**config.mk**
```make
export PLATFORM = sky130hd
export DESIGN_NAME = coin_change_dispenser_flat
export DESIGN_NICKNAME = d
export VERILOG_FILES = /design/src/rtl/coin_change_dispenser_if.sv /design/src/rtl/coin_change_dispenser.sv /design/src/flat_wrapper.sv
export SDC_FILE = /design/constraint.sdc
export NUM_CORES = 1
export LEC_CHECK = 0
export CORE_MARGIN = 2
export CORE_UTILIZATION = 45
export CTS_BUF_LIST = sky130_fd_sc_hd__clkbuf_4 sky130_fd_sc_hd__clkbuf_8
export CTS_CLUSTER_DIAMETER = 30
export DETAILED_ROUTE_END_ITERATION = 8
export HOLD_SLACK_MARGIN = 0.05
export PLACE_DENSITY = 0.67
export SLEW_MARGIN = 20
export SYNTH_ARGS = -nofsm -noshare
export SYNTH_HDL_FRONTEND = slang
export SYNTH_SLANG_ARGS = --single-unit
export TNS_END_PERCENT = 10
```
**constraint.sdc**
```tcl
create_clock -name clk -period 3.3 [get_ports clk]
set_clock_uncertainty 0.2 [all_clocks]
set_input_delay 0.99 -clock clk [delete_from_list [all_inputs] [get_ports clk]]
set_output_delay 0.99 -clock clk [all_outputs]
set_load 0.02 [all_outputs]
```
**src/rtl/coin_change_dispenser_if.sv**
```systemverilog
`default_nettype none
// +--------------------------------------------------------------------------+
// | coin_change_dispenser_if : request, hopper and stock signals of the       |
// | change dispenser.                                     Revision: 1.0       |
// +--------------------------------------------------------------------------+
interface coin_change_dispenser_if #(
  parameter int TOTAL_BITS = 31,
  parameter int CNT_BITS   = 8
);
  logic                  i_req_valid;
  logic [TOTAL_BITS-1:0] i_req_amount;
  logic                  o_req_ready;
  logic [2:0]            i_refill;
  logic [2:0]            o_hopper_fire;
  logic                  i_hopper_ack;
  logic [2:0]            o_return_coin;
  logic                  o_done;
  logic [TOTAL_BITS-1:0] o_shortfall;
  logic [CNT_BITS-1:0]   o_stock_100;
  logic [CNT_BITS-1:0]   o_stock_500;
  logic [CNT_BITS-1:0]   o_stock_1000;

  modport master (
    output i_req_valid, i_req_amount, i_refill, i_hopper_ack,
    input  o_req_ready, o_hopper_fire, o_return_coin, o_done, o_shortfall,
    input  o_stock_100, o_stock_500, o_stock_1000
  );

  modport slave (
    input  i_req_valid, i_req_amount, i_refill, i_hopper_ack,
    output o_req_ready, o_hopper_fire, o_return_coin, o_done, o_shortfall,
    output o_stock_100, o_stock_500, o_stock_1000
  );
endinterface
`default_nettype wire

```
**src/rtl/coin_change_dispenser.sv**
```systemverilog
`default_nettype none
// +--------------------------------------------------------------------------+
// | coin_change_dispenser : pays a change amount largest-coin-first from      |
// | tracked stock, one hopper at a time.                  Revision: 1.0       |
// +--------------------------------------------------------------------------+
module coin_change_dispenser #(
  parameter int TOTAL_BITS = 31,
  parameter int CNT_BITS   = 8,
  parameter int INIT_100   = 20,
  parameter int INIT_500   = 20,
  parameter int INIT_1000  = 20,
  parameter int TIMEOUT    = 16
) (
  input  logic                   clk,
  input  logic                   reset,
  coin_change_dispenser_if.slave bus
);

  localparam int TMO_BITS = (TIMEOUT > 1) ? $clog2(TIMEOUT) : 1;
  localparam logic [TMO_BITS-1:0]   TMO_LAST  = TMO_BITS'(TIMEOUT - 1);
  localparam logic [CNT_BITS-1:0]   STOCK_MAX = '1;
  localparam logic [TOTAL_BITS-1:0] VAL_100   = TOTAL_BITS'(100);
  localparam logic [TOTAL_BITS-1:0] VAL_500   = TOTAL_BITS'(500);
  localparam logic [TOTAL_BITS-1:0] VAL_1000  = TOTAL_BITS'(1000);

  typedef enum logic [1:0] {
    IDLE     = 2'd0,
    SELECT   = 2'd1,
    WAIT_ACK = 2'd2,
    DONE     = 2'd3
  } state_t;

  state_t                state;
  logic [TOTAL_BITS-1:0] remaining;
  logic [TOTAL_BITS-1:0] shortfall;
  logic [2:0]            jam;
  logic [2:0]            fire;
  logic [2:0]            return_coin;
  logic                  done;
  logic [TMO_BITS-1:0]   tmo_cnt;
  logic [CNT_BITS-1:0]   stock_100;
  logic [CNT_BITS-1:0]   stock_500;
  logic [CNT_BITS-1:0]   stock_1000;
  logic [2:0]            pick;
  logic [2:0]            dispensed;

  // A refill and a dispense of the same coin in one cycle cancel out.
  function automatic logic [CNT_BITS-1:0] next_stock(
    input logic [CNT_BITS-1:0] cur,
    input logic                add,
    input logic                sub
  );
    next_stock = cur;
    if (add && !sub) begin
      if (cur != STOCK_MAX) next_stock = cur + CNT_BITS'(1);
    end else if (sub && !add) begin
      next_stock = cur - CNT_BITS'(1);
    end
  endfunction

  function automatic logic [TOTAL_BITS-1:0] coin_value(input logic [2:0] onehot);
    case (onehot)
      3'b100:  coin_value = VAL_1000;
      3'b010:  coin_value = VAL_500;
      default: coin_value = VAL_100;
    endcase
  endfunction

  always_comb begin
    pick = 3'b000;
    if (remaining >= VAL_1000 && stock_1000 != '0 && !jam[2])
      pick = 3'b100;
    else if (remaining >= VAL_500 && stock_500 != '0 && !jam[1])
      pick = 3'b010;
    else if (remaining >= VAL_100 && stock_100 != '0 && !jam[0])
      pick = 3'b001;
  end

  assign dispensed = (state == WAIT_ACK && bus.i_hopper_ack) ? fire : 3'b000;

  always_ff @(posedge clk) begin
    if (reset) begin
      state       <= IDLE;
      remaining   <= '0;
      shortfall   <= '0;
      jam         <= 3'b000;
      fire        <= 3'b000;
      return_coin <= 3'b000;
      done        <= 1'b0;
      tmo_cnt     <= '0;
      stock_100   <= CNT_BITS'(INIT_100);
      stock_500   <= CNT_BITS'(INIT_500);
      stock_1000  <= CNT_BITS'(INIT_1000);
    end else begin
      return_coin <= 3'b000;
      done        <= 1'b0;
      stock_100   <= next_stock(stock_100,  bus.i_refill[0], dispensed[0]);
      stock_500   <= next_stock(stock_500,  bus.i_refill[1], dispensed[1]);
      stock_1000  <= next_stock(stock_1000, bus.i_refill[2], dispensed[2]);

      case (state)
        IDLE: begin
          if (bus.i_req_valid) begin
            remaining <= bus.i_req_amount;
            jam       <= 3'b000;
            shortfall <= '0;
            state     <= SELECT;
          end
        end
        SELECT: begin
          if (pick != 3'b000) begin
            fire    <= pick;
            tmo_cnt <= '0;
            state   <= WAIT_ACK;
          end else begin
            done      <= 1'b1;
            shortfall <= remaining;
            state     <= DONE;
          end
        end
        WAIT_ACK: begin
          if (bus.i_hopper_ack) begin
            remaining   <= remaining - coin_value(fire);
            return_coin <= fire;
            fire        <= 3'b000;
            state       <= SELECT;
          end else if (tmo_cnt == TMO_LAST) begin
            // Jammed hopper: skip this denomination for the rest of the request.
            jam   <= jam | fire;
            fire  <= 3'b000;
            state <= SELECT;
          end else begin
            tmo_cnt <= tmo_cnt + TMO_BITS'(1);
          end
        end
        DONE: begin
          state <= IDLE;
        end
        default: begin
          state <= IDLE;
        end
      endcase
    end
  end

  assign bus.o_req_ready   = (state == IDLE);
  assign bus.o_hopper_fire = fire;
  assign bus.o_return_coin = return_coin;
  assign bus.o_done        = done;
  assign bus.o_shortfall   = shortfall;
  assign bus.o_stock_100   = stock_100;
  assign bus.o_stock_500   = stock_500;
  assign bus.o_stock_1000  = stock_1000;

endmodule
`default_nettype wire
```
**src/flat_wrapper.sv**
```systemverilog
// flat-port wrapper written by rule: the top's interface ports become plain ports
module coin_change_dispenser_flat 
#(
  parameter int TOTAL_BITS = 31,
  parameter int CNT_BITS   = 8,
  parameter int INIT_100   = 20,
  parameter int INIT_500   = 20,
  parameter int INIT_1000  = 20,
  parameter int TIMEOUT    = 16
)
  (clk, reset, bus_i_req_valid, bus_i_req_amount, bus_i_refill, bus_i_hopper_ack, bus_o_req_ready, bus_o_hopper_fire, bus_o_return_coin, bus_o_done, bus_o_shortfall, bus_o_stock_100, bus_o_stock_500, bus_o_stock_1000);
  coin_change_dispenser_if #(.TOTAL_BITS(TOTAL_BITS), .CNT_BITS(CNT_BITS)) bus_i ();
  input  logic clk;
  input  logic reset;
  input wire logic [$bits(bus_i.i_req_valid)-1:0] bus_i_req_valid;
  input wire logic [$bits(bus_i.i_req_amount)-1:0] bus_i_req_amount;
  input wire logic [$bits(bus_i.i_refill)-1:0] bus_i_refill;
  input wire logic [$bits(bus_i.i_hopper_ack)-1:0] bus_i_hopper_ack;
  output wire logic [$bits(bus_i.o_req_ready)-1:0] bus_o_req_ready;
  output wire logic [$bits(bus_i.o_hopper_fire)-1:0] bus_o_hopper_fire;
  output wire logic [$bits(bus_i.o_return_coin)-1:0] bus_o_return_coin;
  output wire logic [$bits(bus_i.o_done)-1:0] bus_o_done;
  output wire logic [$bits(bus_i.o_shortfall)-1:0] bus_o_shortfall;
  output wire logic [$bits(bus_i.o_stock_100)-1:0] bus_o_stock_100;
  output wire logic [$bits(bus_i.o_stock_500)-1:0] bus_o_stock_500;
  output wire logic [$bits(bus_i.o_stock_1000)-1:0] bus_o_stock_1000;
  assign bus_i.i_req_valid = bus_i_req_valid;
  assign bus_i.i_req_amount = bus_i_req_amount;
  assign bus_i.i_refill = bus_i_refill;
  assign bus_i.i_hopper_ack = bus_i_hopper_ack;
  assign bus_o_req_ready = bus_i.o_req_ready;
  assign bus_o_hopper_fire = bus_i.o_hopper_fire;
  assign bus_o_return_coin = bus_i.o_return_coin;
  assign bus_o_done = bus_i.o_done;
  assign bus_o_shortfall = bus_i.o_shortfall;
  assign bus_o_stock_100 = bus_i.o_stock_100;
  assign bus_o_stock_500 = bus_i.o_stock_500;
  assign bus_o_stock_1000 = bus_i.o_stock_1000;
  coin_change_dispenser #(.TOTAL_BITS(TOTAL_BITS), .CNT_BITS(CNT_BITS), .INIT_100(INIT_100), .INIT_500(INIT_500), .INIT_1000(INIT_1000), .TIMEOUT(TIMEOUT)) u_core (.clk(clk), .reset(reset), .bus(bus_i));
endmodule
```
Word-level counts from Yosys, hierarchy flattened
Index checks and enable logic that the tools add are counted.

storage, ports and cells
  logic and storage cells = 131
  register bits after elaboration = 102
  bits in writable memories = 0
  memories = 0
  input bits = 38
  latch bits = 0
  memory bits (read-only) = 0

operators by class
  eq/ne operators = 20
  order comparisons = 3
  add/sub/neg operators = 8
  reductions and logical operators = 44
  bitwise logic cells = 4
  shift operators = 0
  multiplexer cells = 41
  multipliers = 0
  divide/modulo/power cells = 0

operators by type and width
  kind                                                    number
  two-way mux 31 bit                                      7
  case mux 31 bit (2 select lines)                        2
  two-way mux 8 bit                                       9
  >= comparator 31 x 10 -> 1 bit (second input constant)  1
  >= comparator 31 x 7 -> 1 bit (second input constant)   1
  >= comparator 31 x 9 -> 1 bit (second input constant)   1
  subtractor 31 bit                                       1
  two-way mux 3 bit                                       9
  adder 8 x 1 -> 8 bit (second input constant)            3
  inequality test 8 bit (second input constant)           3
  nonzero test 8 bit                                      3
  subtractor 8 x 1 -> 8 bit (second input constant)       3
  case mux 10 bit (2 select lines)                        1
  inequality test 2 bit (second input constant)           9
  logical AND 1 bit                                       13
  two-way mux 4 bit                                       3
  case mux 3 bit (2 select lines)                         2
  nonzero test 2 bit                                      6
  zero test 1 bit                                         9
  AND reduction 3 bit                                     3
  case mux 2 bit (4 select lines)                         1
  case mux 4 bit (2 select lines)                         1
  AND reduction 2 bit                                     4
  AND reduction 4 bit                                     2
  16 further kinds                                        23

Depth between registers and ports, before layout
  depth after elaboration = 9
  depth in mapped cells = 13
  gate-level depth less buffers = 12

Worst setup path after synthesis
Ideal clock, no wire load.

  path kind = reg-to-reg
  start = register u_core.fire[0] (netlist: u_core.bus.o_hopper_fire[0])
  end = register u_core.remaining[30]
  stages on the path, launching flop included = 13
  required time = 2,976 ps
  setup slack = 163 ps
  data arrival time = 2,814 ps
  cell sequence = dfxtp_1 -> nor2_1 -> nand2_1 -> ha_1 -> inv_1 -> fa_1 -> a21o_1 -> a21o_1 -> a21o_1 -> a211oi_1 -> nor4bb_1 -> mux2i_1 -> nand3_1

on the way
  cells in the longest elaborated chain, start to end = 8

ends and longest elaborated chain
  element                                                                     line                          source
  start: declaration                                                          coin_change_dispenser.sv:37   logic [2:0] fire;
  start signal: assignment                                                    coin_change_dispenser.sv:112  fire <= pick;
  equality test 3 x 2 -> 1 bit / equality test 3 bit (equally long branches)  coin_change_dispenser.sv:62   case (onehot)
  case mux 10 bit (2 select lines) *                                          coin_change_dispenser.sv:62
  two-way mux 31 bit *                                                        coin_change_dispenser.sv:122  if (bus.i_hopper_ack) begin
  two-way mux 31 bit *                                                        coin_change_dispenser.sv:101  case (state)
  two-way mux 31 bit *                                                        coin_change_dispenser.sv:82   if (reset) begin
  subtractor 31 bit *                                                         coin_change_dispenser.sv:123  remaining <= remaining - coin_value(fire);
  two-way mux 31 bit *                                                        coin_change_dispenser.sv:122
  case mux 31 bit (2 select lines) *                                          coin_change_dispenser.sv:101
  end signal: assignment                                                      coin_change_dispenser.sv:104  remaining <= bus.i_req_amount;
  end signal: assignment                                                      coin_change_dispenser.sv:123
  end: declaration                                                            coin_change_dispenser.sv:34   logic [TOTAL_BITS-1:0] remaining;

Mark *: on every way between the ends. The rest lies on a longest branch, timed or not. The select of a mux whose other input is x is not followed.
A chain may end at the register's enable or synchronous reset.

Worst setup path after layout
  start = register u_core.fire[1] (netlist: u_core.bus.o_hopper_fire[1])
  end = register u_core.remaining[14]

Same word-level chain as after synthesis.

==> impl_results.md <==
- Post-Place Setup Slack: -0.363 ns
- TritonRoute pass-1 iters: 4
- Routability cong.: 0.848
- Die footprint: 13100 um^2
- VDD IR max: 0.322 mV
- Syn Area/Cell: 8.60 um^2
- Footprint of the multi-input gates: 3320 um^2
- Mapped Cells: 639
- Number of synthesized register bits: 102
- Tot GR Track Use: 23.2%
- Synth-to-Final Area Change: 31.7%
- Total wire length: 15.2 mm
- Final TNS setup: 0 ns
- Max-cap viol count: 0
- Gr ovfl total: 0
- TritonCTS Buffers: 9
- Yosys cell types: 57
- Final antenna diode count: 0
- CTS Sinks: 102
- Final Hold Violating Endpoints: 0
- Crit-path slowest cell: dfxtp_1
- H-tree Lvls: 3
- Cell mode on critical path: a21o_1
- Post-DR wirelength/cell: 16.5 um
- Sequential Area: 2040 um^2
- Sequential Power Share: 37.0%
- Largest net degree at the start of global routing: 62
- CTS-repair resized insts: 0
- IO Pins: 101
- Share of post-route cells with drive strength above 1: 12.5%
- Fin. max-slew vios: 0
- Setup CP Type: reg2reg
- Filler Cell Count: 1068
- Die W: 115 um
- Worst Slack Setup Final: 0.135 ns
- Crit path time final: 3.17 ns
- # hold bufs at CTS: 0
- Int Power: 2630 uW
- Area of the core: 12000 um^2
- Pwr Density: 581 nW/um^2
- Max frequency: 316 MHz
- Outcome: finished, final reports clean
- RSZ-0062 raised after global routing: yes
- Clk_lat worst skew: 0.38 ns
- Post-synth EDFFs: 0
- First DRT Iteration DRCs: 378
- Root buf cell: clkbuf_8
- Critical Path Sink Type: flop
- Register area share after synthesis: 37.2%
- Initial antenna violation count: 0
- Residual DRC: 0
- Sw frac: 37.6%
- Syn Nets: 711
- CP max FO: 7
- Crit-path leading delay family: compound AO/OA/AOI/OAI gates
- WP data required: 3.41 ns
- # port buffers: 100
- Syn. warnings: 0
- CTS Buffer Depth: 2
- Leakage: 0.00283 uW
- Initial core utilization: 46.0%
- First-pass GRT wire length: 24.5 mm
- Vias/cell: 5.79
- Switching power: 1580 uW
- Final Util: 60.5%
- Slew HR: 58.7%
- Die Ht: 115 um
- Mapped cell area: 5500 um^2
- Number of setup violations in the final report: 0
- Worst-margin pin slew: 0.620 ns
- Worst path buffer plus inverter count: 2
- Post-synth ARST share: 0%
- Post-route ant nets: 0
- Final period util: 95.9%
- Setup bufs post-CTS: 0
- Worst-path clk slew: 0.10 ns
- Slowest stage delay, CP: 0.39 ns
- Cell Chain, Critical Path: nor2_1, nand2_1, ha_1, inv_1, fa_1, a21o_1, a21o_1, a21o_1, a21o_1, buf_4, nor4_1, a32oi_1, a21oi_1
- Clock power share: 22.0%
- Prevailing post-synth register cell: dfxtp_1
- Logic pwr share: 41.0%
- Nets: 841
- HPWL Detailed: 10.8 mm
- Hold crit path type: reg2reg
- DR vias: 5336
- CTS tree: done
- Critical Path AT: 3.28 ns
- Type of origin of the critical path: flop
- Row cnt: 40
- Vias in the first global route: 4933
registers in the layout, summed over array words and instances, names as in the netlist:
name and flops:
u_core.bus.o_done 1, u_core.jam 3, u_core.remaining 31, u_core.bus.o_shortfall 31, u_core.bus.o_return_coin 3, u_core.bus.o_hopper_fire 3, u_core.bus.o_stock_1000 8, u_core.tmo_cnt 4
u_core.bus.o_stock_100 8, u_core.bus.o_stock_500 8, u_core.state 2
power by group through the flow:
stage               logic, uW  registers, uW  clock network [uW]
finish                   1720           1560                 926
global route             1900           1580                 990
CTS                      1680           1550                 948
detailed placement       1670           1580                   0
global placement         1630           1570                   0
floorplan                1030           1600                   0
synthesized netlist by cell type, types with 3 or more instances:
master      n  share of area, %
buf_6       3              0.61
a21oi_1    61               5.6
fa_1        4               1.5
dfxtp_1   102                37
o211ai_1    4              0.55
a22o_1     31               4.9
xnor2_1    24               3.8
inv_1      16               1.1
nor3_1     17               1.5
nor2b_1     9               1.0
nand3_1    19               1.7
and3_1      3              0.34
o32ai_1     3              0.48
o41ai_1     4              0.64
a21o_1     17               2.3
o31ai_1     3              0.41
a31oi_1     4              0.46
a31o_2      4              0.64
a22oi_1     3              0.41
ha_1       30               6.8
a211oi_1   17               2.3
clkbuf_1   25               1.7
nor4_1     11               1.3
nand4_1    10               1.1
o22ai_1     5              0.57
or2_2      10               1.1
mux2i_1    13               2.4
nand2_1    36               2.5
nand2b_1    3              0.34
nand3b_1    3              0.41
nor2_1     71               4.8
o21bai_1    3              0.41
or3_1       4              0.46
o21ai_0    33               3.0
o41a_1      3              0.61
nor3b_1     6              0.82
placed cells by master (no fill, tap or decap), drive strengths merged, types with 10 or more instances in the layout:
master / Yosys / layout
nor2: 71 / 71
nor3: 17 / 17
a21oi: 61 / 61
a211oi: 17 / 17
mux2i: 13 / 13
a21o: 17 / 17
nand3: 19 / 19
nand4: 10 / 10
nand2: 36 / 36
ha: 30 / 30
dfxtp: 102 / 102
buf: 5 / 50
inv: 16 / 17
clkbuf: 25 / 12
a22o: 31 / 31
xnor2: 24 / 24
or2: 12 / 12
nor4: 13 / 13
clkdlybuf4s50: 0 / 98
o21ai: 33 / 33
stage by stage:
step                area, um^2  std cells  power (uW)  hold slack, ns
detailed placement        6940        905        3250           0.254
global placement          6940        905        3200           0.251
global route              7240        921        4470           0.294
finish                    7240        921        4210           0.282
CTS                       7180        921        4180           0.285
floorplan                 5500        639        2630           0.242
cell families after synthesis:
logic type               Yosys count  share of synthesized area [%]
flip-flops                       102                           37.2
XOR/XNOR                          25                           3.98
buffers and inverters             46                           3.55
AO/OA/AOI/OAI                    201                           24.3
multiplexers                      13                           2.37
adder cells (fa/ha/maj)           34                           8.29
AND/OR/NAND/NOR                  218                           20.4
path summary, 6_finish.rpt:
kind                                                               start                                 endpoint  slack, ns  cells past startpoint
worst max register to register  u_core.bus.o_hopper_fire[1]$_SDFFE_PP0P_        u_core.remaining[14]$_SDFFE_PP0P_       0.13                     13
worst min-delay path             u_core.bus.o_shortfall[21]$_SDFFE_PP0P_  u_core.bus.o_shortfall[21]$_SDFFE_PP0P_       0.28                      1
worst max-delay path            u_core.bus.o_hopper_fire[1]$_SDFFE_PP0P_        u_core.remaining[14]$_SDFFE_PP0P_       0.13                     13
worst min register to register   u_core.bus.o_shortfall[21]$_SDFFE_PP0P_  u_core.bus.o_shortfall[21]$_SDFFE_PP0P_       0.28                      1
metal layers:
| layer | part of all wire, % | track usage (%) | up-vias |
|---|---|---|---|
| li1 | - | - | 2629 |
| met1 | 48 | 32.2 | 2572 |
| met2 | 46 | 37.2 | 125 |
| met3 | 4.4 | 4.50 | 10 |
| met4 | 0.70 | 5.28 | 0 |
| met5 | 0 | 0 | - |
worst register-to-register path, stage by stage, from the launching register on:
cell     delay, ns
dfxtp_1       0.39
nor2_1        0.07
nand2_1       0.09
ha_1          0.17
inv_1         0.06
fa_1          0.39
a21o_1        0.21
a21o_1        0.19
a21o_1        0.22
a21o_1        0.29
buf_4         0.20
nor4_1        0.29
a32oi_1       0.16
a21oi_1       0.18
area by class of cell:
cell class / count / share of cell area [%]
inverter: 16 / 0.830
clock inverter: 4 / 1.07
multi-input combinational: 491 / 45.9
sequential: 102 / 28.2
tap: 147 / 2.54
timing repair buffer: 149 / 19.2
clock buffer: 12 / 2.20
Note: power is estimated with default switching activity, not from simulation.
